[src/rtl/mem_ctrl_pkg.sv]
// Shared types and constants for the memory controller: state encoding,
// load/store size codes, block geometry and the IO-region tag.
package mem_ctrl_pkg;

    typedef enum logic [1:0] {
        IDLE     = 2'd0,
        IC_READ  = 2'd1,
        LS_READ  = 2'd2,
        LS_WRITE = 2'd3
    } state_t;

    localparam int         BLOCK_WIDTH  = 2;
    localparam int         BLOCK_BYTES  = 4 << BLOCK_WIDTH;
    localparam logic [1:0] LS_SIZE_BYTE = 2'd0;
    localparam logic [1:0] LS_SIZE_HALF = 2'd1;
    localparam logic [1:0] LS_SIZE_WORD = 2'd2;
    localparam logic [1:0] IO_ADDR_HI   = 2'b11;

    // Size 3 is illegal and is served as a word.
    function automatic logic [4:0] size_bytes(input logic [1:0] size);
        case (size)
            LS_SIZE_BYTE: return 5'd1;
            LS_SIZE_HALF: return 5'd2;
            LS_SIZE_WORD: return 5'd4;
            default:      return 5'd4;
        endcase
    endfunction

endpackage

[src/rtl/mem_ctrl_if.sv]
// Bundle of the RAM/IO bus plus the instruction-cache and load/store client
// signals; slave is the controller side, master is the environment side.
interface mem_ctrl_if;
    logic [7:0]   mem_din;
    logic [7:0]   mem_dout;
    logic [31:0]  mem_a;
    logic         mem_wr;
    logic         io_buffer_full;
    logic         IC_query_en;
    logic [31:0]  IC_query_addr;
    logic         IC_data_en;
    logic [127:0] IC_data;
    logic         LS_query_en;
    logic         LS_wr;
    logic [1:0]   LS_size;
    logic [31:0]  LS_addr;
    logic [31:0]  LS_wdata;
    logic         LS_done;
    logic [31:0]  LS_rdata;

    modport slave (
        input  mem_din, io_buffer_full,
        input  IC_query_en, IC_query_addr,
        input  LS_query_en, LS_wr, LS_size, LS_addr, LS_wdata,
        output mem_dout, mem_a, mem_wr,
        output IC_data_en, IC_data,
        output LS_done, LS_rdata
    );

    modport master (
        output mem_din, io_buffer_full,
        output IC_query_en, IC_query_addr,
        output LS_query_en, LS_wr, LS_size, LS_addr, LS_wdata,
        input  mem_dout, mem_a, mem_wr,
        input  IC_data_en, IC_data,
        input  LS_done, LS_rdata
    );
endinterface

[src/rtl/mem_ctrl.sv]
// Byte-wide memory controller serving 16-byte instruction block fetches and
// byte/half/word load/store requests, load/store side first.
module mem_ctrl
    import mem_ctrl_pkg::*;
(
    input  logic      clk_in,
    input  logic      rst_in,
    input  logic      rdy_in,
    mem_ctrl_if.slave bus
);

    state_t       state_r, state_n;
    logic [4:0]   k_r, k_n, k_inc_s, n_s;
    logic [31:0]  base_s;
    logic         io_s;
    logic         ic_pend_r, ic_pend_n, ls_pend_r, ls_pend_n;
    logic [31:0]  ic_base_r, ic_base_n;
    logic [31:0]  ls_addr_r, ls_addr_n, ls_wdata_r, ls_wdata_n;
    logic [1:0]   ls_size_r, ls_size_n;
    logic         ls_wr_r, ls_wr_n;
    logic [127:0] ic_buf_r, ic_buf_n, ic_data_r, ic_data_n;
    logic [31:0]  ls_buf_r, ls_buf_n, ls_rdata_r, ls_rdata_n;
    logic [31:0]  mem_a_r, mem_a_n;
    logic [7:0]   mem_dout_r, mem_dout_n;
    logic         mem_wr_r, mem_wr_n;
    logic         ic_data_en_r, ic_data_en_n, ls_done_r, ls_done_n;

    assign k_inc_s = k_r + 5'd1;
    assign n_s     = (state_r == IC_READ) ? 5'(BLOCK_BYTES) : size_bytes(ls_size_r);
    assign base_s  = (state_r == IC_READ) ? ic_base_r : ls_addr_r;
    assign io_s    = (ls_addr_r[17:16] == IO_ADDR_HI);

    assign bus.mem_a      = mem_a_r;
    assign bus.mem_dout   = mem_dout_r;
    assign bus.mem_wr     = mem_wr_r & rdy_in;
    assign bus.IC_data_en = ic_data_en_r;
    assign bus.IC_data    = ic_data_r;
    assign bus.LS_done    = ls_done_r;
    assign bus.LS_rdata   = ls_rdata_r;

    // Request latching, arbitration, byte sequencing and data assembly.
    always_comb begin
        state_n      = state_r;
        k_n          = k_r;
        ic_pend_n    = ic_pend_r;
        ic_base_n    = ic_base_r;
        ls_pend_n    = ls_pend_r;
        ls_addr_n    = ls_addr_r;
        ls_size_n    = ls_size_r;
        ls_wr_n      = ls_wr_r;
        ls_wdata_n   = ls_wdata_r;
        ic_buf_n     = ic_buf_r;
        ic_data_n    = ic_data_r;
        ls_buf_n     = ls_buf_r;
        ls_rdata_n   = ls_rdata_r;
        mem_a_n      = mem_a_r;
        mem_dout_n   = mem_dout_r;
        mem_wr_n     = 1'b0;
        ic_data_en_n = 1'b0;
        ls_done_n    = 1'b0;

        if (bus.IC_query_en) begin
            ic_pend_n = 1'b1;
            ic_base_n = bus.IC_query_addr & 32'hFFFF_FFF0;
        end else begin
            ic_pend_n = ic_pend_r;
        end

        if (bus.LS_query_en) begin
            ls_pend_n  = 1'b1;
            ls_addr_n  = bus.LS_addr;
            ls_size_n  = bus.LS_size;
            ls_wr_n    = bus.LS_wr;
            ls_wdata_n = bus.LS_wdata;
        end else begin
            ls_pend_n = ls_pend_r;
        end

        case (state_r)
            IDLE: begin
                k_n = 5'd0;
                // The _n request fields already merge a same-edge pulse.
                if (ls_pend_n) begin
                    state_n  = ls_wr_n ? LS_WRITE : LS_READ;
                    mem_a_n  = ls_addr_n;
                    ls_buf_n = 32'd0;
                end else if (ic_pend_n) begin
                    state_n = IC_READ;
                    mem_a_n = ic_base_n;
                end else begin
                    state_n = IDLE;
                end
            end
            IC_READ, LS_READ: begin
                if (k_r < n_s) begin
                    if (state_r == IC_READ) begin
                        ic_buf_n[{k_r[3:0], 3'b000} +: 8] = bus.mem_din;
                    end else begin
                        ls_buf_n[{k_r[1:0], 3'b000} +: 8] = bus.mem_din;
                    end
                    if (k_inc_s < n_s) begin
                        mem_a_n = base_s + {27'd0, k_inc_s};
                    end else begin
                        mem_a_n = mem_a_r;
                    end
                    k_n = k_inc_s;
                end else begin
                    if (state_r == IC_READ) begin
                        ic_data_en_n = 1'b1;
                        ic_data_n    = ic_buf_r;
                        ic_pend_n    = bus.IC_query_en;
                    end else begin
                        ls_done_n  = 1'b1;
                        ls_rdata_n = ls_buf_r;
                        ls_pend_n  = bus.LS_query_en;
                    end
                    state_n = IDLE;
                    mem_a_n = 32'd0;
                    k_n     = 5'd0;
                end
            end
            LS_WRITE: begin
                if (k_r < n_s) begin
                    // A full IO sink stalls the byte without consuming it.
                    if (io_s && bus.io_buffer_full) begin
                        mem_wr_n = 1'b0;
                    end else begin
                        mem_wr_n   = 1'b1;
                        mem_a_n    = ls_addr_r + {27'd0, k_r};
                        mem_dout_n = ls_wdata_r[{k_r[1:0], 3'b000} +: 8];
                        k_n        = k_inc_s;
                    end
                end else begin
                    ls_done_n = 1'b1;
                    ls_pend_n = bus.LS_query_en;
                    state_n   = IDLE;
                    mem_a_n   = 32'd0;
                    k_n       = 5'd0;
                end
            end
            default: begin
                state_n = IDLE;
                k_n     = 5'd0;
                mem_a_n = 32'd0;
            end
        endcase
    end

    // State and datapath registers; frozen while rdy_in is low.
    always_ff @(posedge clk_in or posedge rst_in) begin
        if (rst_in) begin
            state_r      <= IDLE;
            k_r          <= 5'd0;
            ic_pend_r    <= 1'b0;
            ic_base_r    <= 32'd0;
            ls_pend_r    <= 1'b0;
            ls_addr_r    <= 32'd0;
            ls_size_r    <= 2'd0;
            ls_wr_r      <= 1'b0;
            ls_wdata_r   <= 32'd0;
            ic_buf_r     <= 128'd0;
            ic_data_r    <= 128'd0;
            ls_buf_r     <= 32'd0;
            ls_rdata_r   <= 32'd0;
            mem_a_r      <= 32'd0;
            mem_dout_r   <= 8'd0;
            mem_wr_r     <= 1'b0;
            ic_data_en_r <= 1'b0;
            ls_done_r    <= 1'b0;
        end else if (rdy_in) begin
            state_r      <= state_n;
            k_r          <= k_n;
            ic_pend_r    <= ic_pend_n;
            ic_base_r    <= ic_base_n;
            ls_pend_r    <= ls_pend_n;
            ls_addr_r    <= ls_addr_n;
            ls_size_r    <= ls_size_n;
            ls_wr_r      <= ls_wr_n;
            ls_wdata_r   <= ls_wdata_n;
            ic_buf_r     <= ic_buf_n;
            ic_data_r    <= ic_data_n;
            ls_buf_r     <= ls_buf_n;
            ls_rdata_r   <= ls_rdata_n;
            mem_a_r      <= mem_a_n;
            mem_dout_r   <= mem_dout_n;
            mem_wr_r     <= mem_wr_n;
            ic_data_en_r <= ic_data_en_n;
            ls_done_r    <= ls_done_n;
        end
    end

endmodule

[src/flat_wrapper.sv]
// flat-port wrapper written by rule: the top's interface ports become plain ports
module mem_ctrl_flat import mem_ctrl_pkg::*;
  (clk_in, rst_in, rdy_in, bus_mem_din, bus_io_buffer_full, bus_IC_query_en, bus_IC_query_addr, bus_LS_query_en, bus_LS_wr, bus_LS_size, bus_LS_addr, bus_LS_wdata, bus_mem_dout, bus_mem_a, bus_mem_wr, bus_IC_data_en, bus_IC_data, bus_LS_done, bus_LS_rdata);
  mem_ctrl_if bus_i ();
  input  logic clk_in;
  input  logic rst_in;
  input  logic rdy_in;
  input wire logic [$bits(bus_i.mem_din)-1:0] bus_mem_din;
  input wire logic [$bits(bus_i.io_buffer_full)-1:0] bus_io_buffer_full;
  input wire logic [$bits(bus_i.IC_query_en)-1:0] bus_IC_query_en;
  input wire logic [$bits(bus_i.IC_query_addr)-1:0] bus_IC_query_addr;
  input wire logic [$bits(bus_i.LS_query_en)-1:0] bus_LS_query_en;
  input wire logic [$bits(bus_i.LS_wr)-1:0] bus_LS_wr;
  input wire logic [$bits(bus_i.LS_size)-1:0] bus_LS_size;
  input wire logic [$bits(bus_i.LS_addr)-1:0] bus_LS_addr;
  input wire logic [$bits(bus_i.LS_wdata)-1:0] bus_LS_wdata;
  output wire logic [$bits(bus_i.mem_dout)-1:0] bus_mem_dout;
  output wire logic [$bits(bus_i.mem_a)-1:0] bus_mem_a;
  output wire logic [$bits(bus_i.mem_wr)-1:0] bus_mem_wr;
  output wire logic [$bits(bus_i.IC_data_en)-1:0] bus_IC_data_en;
  output wire logic [$bits(bus_i.IC_data)-1:0] bus_IC_data;
  output wire logic [$bits(bus_i.LS_done)-1:0] bus_LS_done;
  output wire logic [$bits(bus_i.LS_rdata)-1:0] bus_LS_rdata;
  assign bus_i.mem_din = bus_mem_din;
  assign bus_i.io_buffer_full = bus_io_buffer_full;
  assign bus_i.IC_query_en = bus_IC_query_en;
  assign bus_i.IC_query_addr = bus_IC_query_addr;
  assign bus_i.LS_query_en = bus_LS_query_en;
  assign bus_i.LS_wr = bus_LS_wr;
  assign bus_i.LS_size = bus_LS_size;
  assign bus_i.LS_addr = bus_LS_addr;
  assign bus_i.LS_wdata = bus_LS_wdata;
  assign bus_mem_dout = bus_i.mem_dout;
  assign bus_mem_a = bus_i.mem_a;
  assign bus_mem_wr = bus_i.mem_wr;
  assign bus_IC_data_en = bus_i.IC_data_en;
  assign bus_IC_data = bus_i.IC_data;
  assign bus_LS_done = bus_i.LS_done;
  assign bus_LS_rdata = bus_i.LS_rdata;
  mem_ctrl u_core (.clk_in(clk_in), .rst_in(rst_in), .rdy_in(rdy_in), .bus(bus_i));
endmodule
[config.mk]
export PLATFORM = sky130hd
export DESIGN_NAME = mem_ctrl_flat
export DESIGN_NICKNAME = d
export VERILOG_FILES = /design/src/rtl/mem_ctrl_pkg.sv /design/src/rtl/mem_ctrl_if.sv /design/src/rtl/mem_ctrl.sv /design/src/flat_wrapper.sv
export SDC_FILE = /design/constraint.sdc
export NUM_CORES = 1
export LEC_CHECK = 0
export CORE_UTILIZATION = 50
export CTS_CLUSTER_SIZE = 20
export DETAILED_ROUTE_END_ITERATION = 7
export PLACE_DENSITY_LB_ADDON = 0.2
export SYNTH_ARGS = -nofsm -noshare
export SYNTH_HDL_FRONTEND = slang
export SYNTH_SLANG_ARGS = --single-unit
[constraint.sdc]
create_clock -name clk_in -period 17.5 [get_ports clk_in]
set_input_delay 3.5 -clock clk_in [delete_from_list [all_inputs] [get_ports clk_in]]
set_output_delay 3.5 -clock clk_in [all_outputs]
set_load 0.03 [all_outputs]
-- After elaboration in Yosys (flattened, before gate mapping)
Cells that the tools add are included.
- input bits: 113
- register bits after elaboration: 471
- output and inout bits: 203
- logic and storage cells: 108
- shift operators: 5
- order comparisons: 2
- equality and inequality tests: 12
- muxes and demuxes: 47
- add/sub/neg operators: 5
- reduce and logical (&&, ||, !) cells: 15
- bitwise logic cells: 4
- operators by type and width (cell ; number):
    $mux W32 ; 12
    $bwmux W128 ; 1
    $shift A8 B9 Y128 const A ; 1
    $shiftx A8 B9 Y128 ; 1
    $pmux W32 S3 ; 1
    $add A32 B5 Y32 ; 2
    $pmux W32 S2 ; 1
    $bwmux W32 ; 1
    $shift A8 B7 Y32 const A ; 1
    $shiftx A32 B6 Y8 ; 1
    $shiftx A8 B7 Y32 ; 1
    $mux W1 ; 20
    $mux W5 ; 4
    $reduce_and A4 Y1 ; 5
    $pmux W5 S3 ; 1
    $lt A5 B5 Y1 ; 2
    $neg A7 Y9 ; 1
    $neg A5 Y7 ; 1
    $eq A2 B2 Y1 const B ; 3
    $ne A3 B3 Y1 const B ; 2
    $pmux W3 S2 ; 1
    $reduce_and A2 Y1 ; 3
    $add A5 B1 Y5 const B ; 1
    $reduce_and A5 Y1 ; 1
    14 further kinds ; 22

-- Depth between registers and ports, before layout
- word-level depth: 7
- depth in mapped cells: 19
- depth with buffers taken out: 12

-- Least setup slack after synthesis
OpenSTA, ideal clock, no wires.
- path type: input -> output
- start: in rdy_in
- end: out bus_mem_wr
- data required time: 14.000 ns
- arrival: 3.999 ns
- path buffers: 0
- stages: 2
- path slack: 10.001 ns
- cells stage by stage: inv_1 nor2_1
- longest elaborated chain between the ends: 1
- RTL lines (what ; line ; source):
    from (decl) ; flat_wrapper.sv:7 ; input logic rdy_in;
    $and A1 B1 Y1 ; mem_ctrl.sv:35 ; assign bus.mem_wr = mem_wr_r & rdy_in;
    to (decl) ; flat_wrapper.sv:19 ; output wire logic [$bits(bus_i.mem_wr)-1:0] bus_mem_wr;
No other way between the ends.

-- Final worst setup path
Same ends and word-level chain as after synthesis.

==> flow_metrics.py <==
metrics = {
    "outcome": {
        "outcome": "completed",
    },
    "cts": {
        "clock_latency_ns": 0.60,
        "ctsResizeCount": 0,
        "clock_path_buffers": 3,
        "cts.clk_slew.worst_paths_ns": 0.06,
        "cts_max_level": 2,
        "cts_tree": "built",
        "cts_root_buf": "clkbuf_16",
        "clock_sinks": 471,
        "ctsHoldBuffers": 0,
        "postCtsSetupRepairBufs": 0,
        "numCtsBuffers": 50,
    },
    "grt": {
        "grt_pass1_vias": 16571,
        "grtUsageTotal_pct": 27.2,
        "grt_max_degree": 178,
        "globalRouteOverflowTotal": 0,
        "grt_antenna_before_repair": 0,
        "grt_first_pass_wirelength_um": 95000,
    },
    "power_and_ir_drop": {
        "peakVddDrop_v": 0.0000975,
        "p_comb_share_pct": 35.8,
        "p_leak_nw": 12.1,
        "cellPowerDensity_nw_per_um2": 139,
        "p_sw_share_pct": 36.7,
        "power_frac_seq_pct": 36.4,
        "clkPwrFrac_pct": 27.8,
        "p_sw_mw": 1.41,
        "intPower_mw": 2.43,
    },
    "yosys": {
        "synth-xor-area-share_pct": 1.37,
        "synthFlopType": "dfrtp_1",
        "synth-seq-area-share_pct": 52.6,
        "synth_fa_ha_area_share_pct": 1.69,
        "synth_cell_type_count": 82,
        "synth.area.mux_share_pct": 21.1,
        "synth_top_family_by_area": "multiplexers",
        "synthSimpleGateAreaFrac_pct": 9.94,
        "synth_area_um2": 22400,
        "synth_cells": 1972,
        "yosysWarnings": 0,
        "async_flop_share_pct": 100,
        "synth_edf_count": 0,
        "synth_area_per_cell_um2": 11.4,
        "synth_compound_area_share_pct": 9.75,
        "ys_ff_latch": 471,
        "synth_fp_nets": 2114,
    },
    "routing": {
        "vias": 16548,
        "drc": 0,
        "drtPass1Iterations": 6,
        "wl_um": 61200,
        "drt_iter0_markers": 1351,
        "vias_per_cell": 5.78,
        "ant_nets": 0,
        "wl_per_cell_um": 21.4,
    },
    "place": {
        "gp_congestion": 0.887,
        "place_hpwl_um": 41400,
        "port_buffers": 311,
        "pre_cts_slack_ns": 8.51,
    },
    "final_layout": {
        "drive_gt1_share_pct": 22.1,
        "diodes": 0,
        "syn2layout_area_growth_pct": 23.2,
        "final_nets": 2375,
    },
    "sta": {
        "drv_slew": 0,
        "setup_viol": 0,
        "period_needed_ns": 9.07,
        "hold_violations": 0,
        "slew-limit-headroom_pct": 6.48,
        "rsz0062_at_grt": "no",
        "fmax_mhz": 110,
        "tightest_slew_ns": 1.40,
        "fin_crit_sh_pct": 51.8,
        "setup_slack_ns": 8.43,
        "fin_skew_ns": 0.0273,
        "fin_tns_setup_ns": 0,
    },
    "worst_setup_path": {
        "cp-end-kind": "output pin",
        "worstRegToRegCells": 12,
        "cp_num_cells": 4,
        "crit_type": "in2out",
        "path_common_cell": "clkdlybuf4s50_1",
        "cp_cell_sequence": "clkdlybuf4s50_1 -> inv_1 -> nor2_1 -> clkdlybuf4s50_1",
        "cp_top_family": "buffers and inverters",
        "path_max_fanout": 13,
        "worst-path-buf-inv": 3,
        "startpoint_type": "input pin",
        "crit_required_ns": 14.00,
        "slowest_delay_ns": 0.87,
        "worstPathArrival_ns": 5.57,
        "rrSetupSlack_ns": 12.23,
        "slowest_stage": "clkdlybuf4s50_1",
    },
    "die": {
        "core-area_um2": 44200,
        "die_area_um2": 45700,
        "die_y_um": 214,
        "start_util_pct": 50.7,
        "num_rows": 77,
        "pin_count": 316,
        "die_w_um": 214,
    },
    "run": {
        "cap_violations": 0,
    },
    "worst_hold_path": {
        "min_path_cells": 2,
        "min_path_type": "reg2reg",
    },
}
==> synth_stat cells, types with 4 or more instances <==
library cell	number	area share, %
o31ai_1	7	0.23
clkbuf_1	74	1.2
buf_1	9	0.15
nand3_1	88	2.0
and3_1	4	0.11
nor4_1	6	0.17
mux2i_1	48	2.1
mux2_2	362	18
nand4_1	27	0.75
buf_2	41	0.92
a32oi_1	4	0.16
xnor2_1	19	0.74
a21o_1	7	0.23
a31oi_1	18	0.50
ha_1	27	1.5
dfrtp_1	471	53
nand3b_1	4	0.13
o22ai_1	14	0.39
and4_1	4	0.16
a211oi_1	8	0.27
inv_1	63	1.1
o21ai_0	135	3.0
a311oi_1	4	0.16
a22o_1	17	0.66
mux4_2	8	0.80
nand2b_1	5	0.14
nand2_1	173	2.9
nor2b_1	8	0.22
or3_1	6	0.17
a22oi_1	5	0.17
a21oi_1	53	1.2
nor3_1	13	0.29
and2_1	15	0.42
o221ai_1	10	0.39
nor2_1	118	2.0
o21a_1	4	0.13
xor2_1	16	0.63
o211ai_1	7	0.23
==> path summary, 6_finish.rpt <==
check,start,to
setup / recovery,rdy_in,bus_mem_wr
hold / removal,u_core.ic_buf_r[25],u_core.ic_buf_r[25]
setup reg to reg,u_core.state_r[1],u_core.ic_buf_r[67]
hold reg to reg,u_core.ic_buf_r[25],u_core.ic_buf_r[25]
max in group asynchronous,rst_in,u_core.ls_wdata_r[3]
min in group asynchronous,rst_in,u_core.ic_buf_r[86]
==> worst min-delay path, stage by stage (launching register included) <==
cell     delay (ns)
dfrtp_1        0.34
nand2_1        0.04
o21ai_0        0.06
==> metal layers <==
layer | GRT usage, % | wire length (um) | vias to the layer above
met5 | 0 | 0 | -
met2 | 45.1 | 30100 | 550
met1 | 35.8 | 25700 | 8301
met4 | 10.2 | 2020 | 0
met3 | 4.67 | 3400 | 124
li1 | - | - | 7573
==> power by group through the flow <==
stage | registers [mW] | clock network, mW | logic (mW)
floorplan | 1.54 | 0 | 0.754
global route | 1.42 | 1.13 | 1.48
finish | 1.40 | 1.07 | 1.37
CTS | 1.40 | 1.09 | 1.38
detailed placement | 1.41 | 0 | 1.37
global placement | 1.41 | 0 | 1.35
==> layout by cell type (no fill, tap or decap), types with 5 or more instances in the layout <==
cell,instances
dfrtp_1,471
mux2_2,362
clkdlybuf4s50_1,309
nand2_1,171
o21ai_0,135
nor2_1,117
nand3_1,87
inv_1,62
a21oi_1,53
clkbuf_16,51
mux2i_1,48
nand4_1,27
ha_1,26
buf_4,24
xnor2_1,19
a31oi_1,18
a22o_1,17
xor2_1,16
and2_1,15
o22ai_1,14
nor3_1,13
clkbuf_8,13
o221ai_1,10
clkbuf_1,9
clkinv_2,9
a211oi_1,8
nor2b_1,8
mux4_2,8
o211ai_1,7
o31ai_1,7
a21o_1,7
nor4_1,6
or3_1,6
nand2b_1,5
a22oi_1,5
==> cell families (layout without fill, tap and decap cells) <==
logic type / Yosys count / after routing
fa+ha+maj: 29 / 29
xor+xnor: 35 / 35
simple gates: 486 / 486
buf+inv: 192 / 490
mux: 418 / 418
compound gates: 341 / 341
flops: 471 / 471
==> metrics by stage <==
stage | utilization [%] | instances | cell area [um2] | hold WS, ns | total power [mW]
6_report | 62.4 | 2862 | 27600 | 0.479 | 3.84
2_1_floorplan | - | 1972 | 22400 | 0.444 | 2.29
4_1_cts | 62.4 | 2862 | 27600 | 0.481 | 3.86
3_5_place_dp | 58.6 | 2773 | 25900 | 0.467 | 2.78
5_1_grt | 62.4 | 2862 | 27600 | 0.496 | 4.03
3_3_place_gp | 58.6 | 2773 | 25900 | 0.456 | 2.75
==> flip-flops by register name (all words and copies together), names as in the netlist, 2 cells and up <==
name	flops
u_core.bus.IC_data	128
u_core.bus.mem_dout	8
u_core.ic_buf_r	128
u_core.bus.LS_rdata	32
u_core.bus.mem_a	32
u_core.ls_wdata_r	32
u_core.ls_addr_r	32
u_core.ls_buf_r	32
u_core.k_r	5
u_core.state_r	2
u_core.ls_size_r	2
u_core.ic_base_r	32
==> layout make-up <==
type,count,area [um2]
Clock inverter,16,180
Clock buffer,73,1490
Timing Repair Buffer,336,3300
Sequential cell,471,11800
Fill cell,3517,16600
Multi-Input combinational cell,1309,9850
Tap cell,592,741
Inverter,65,251
Note: power is estimated with default switching activity, not from simulation.
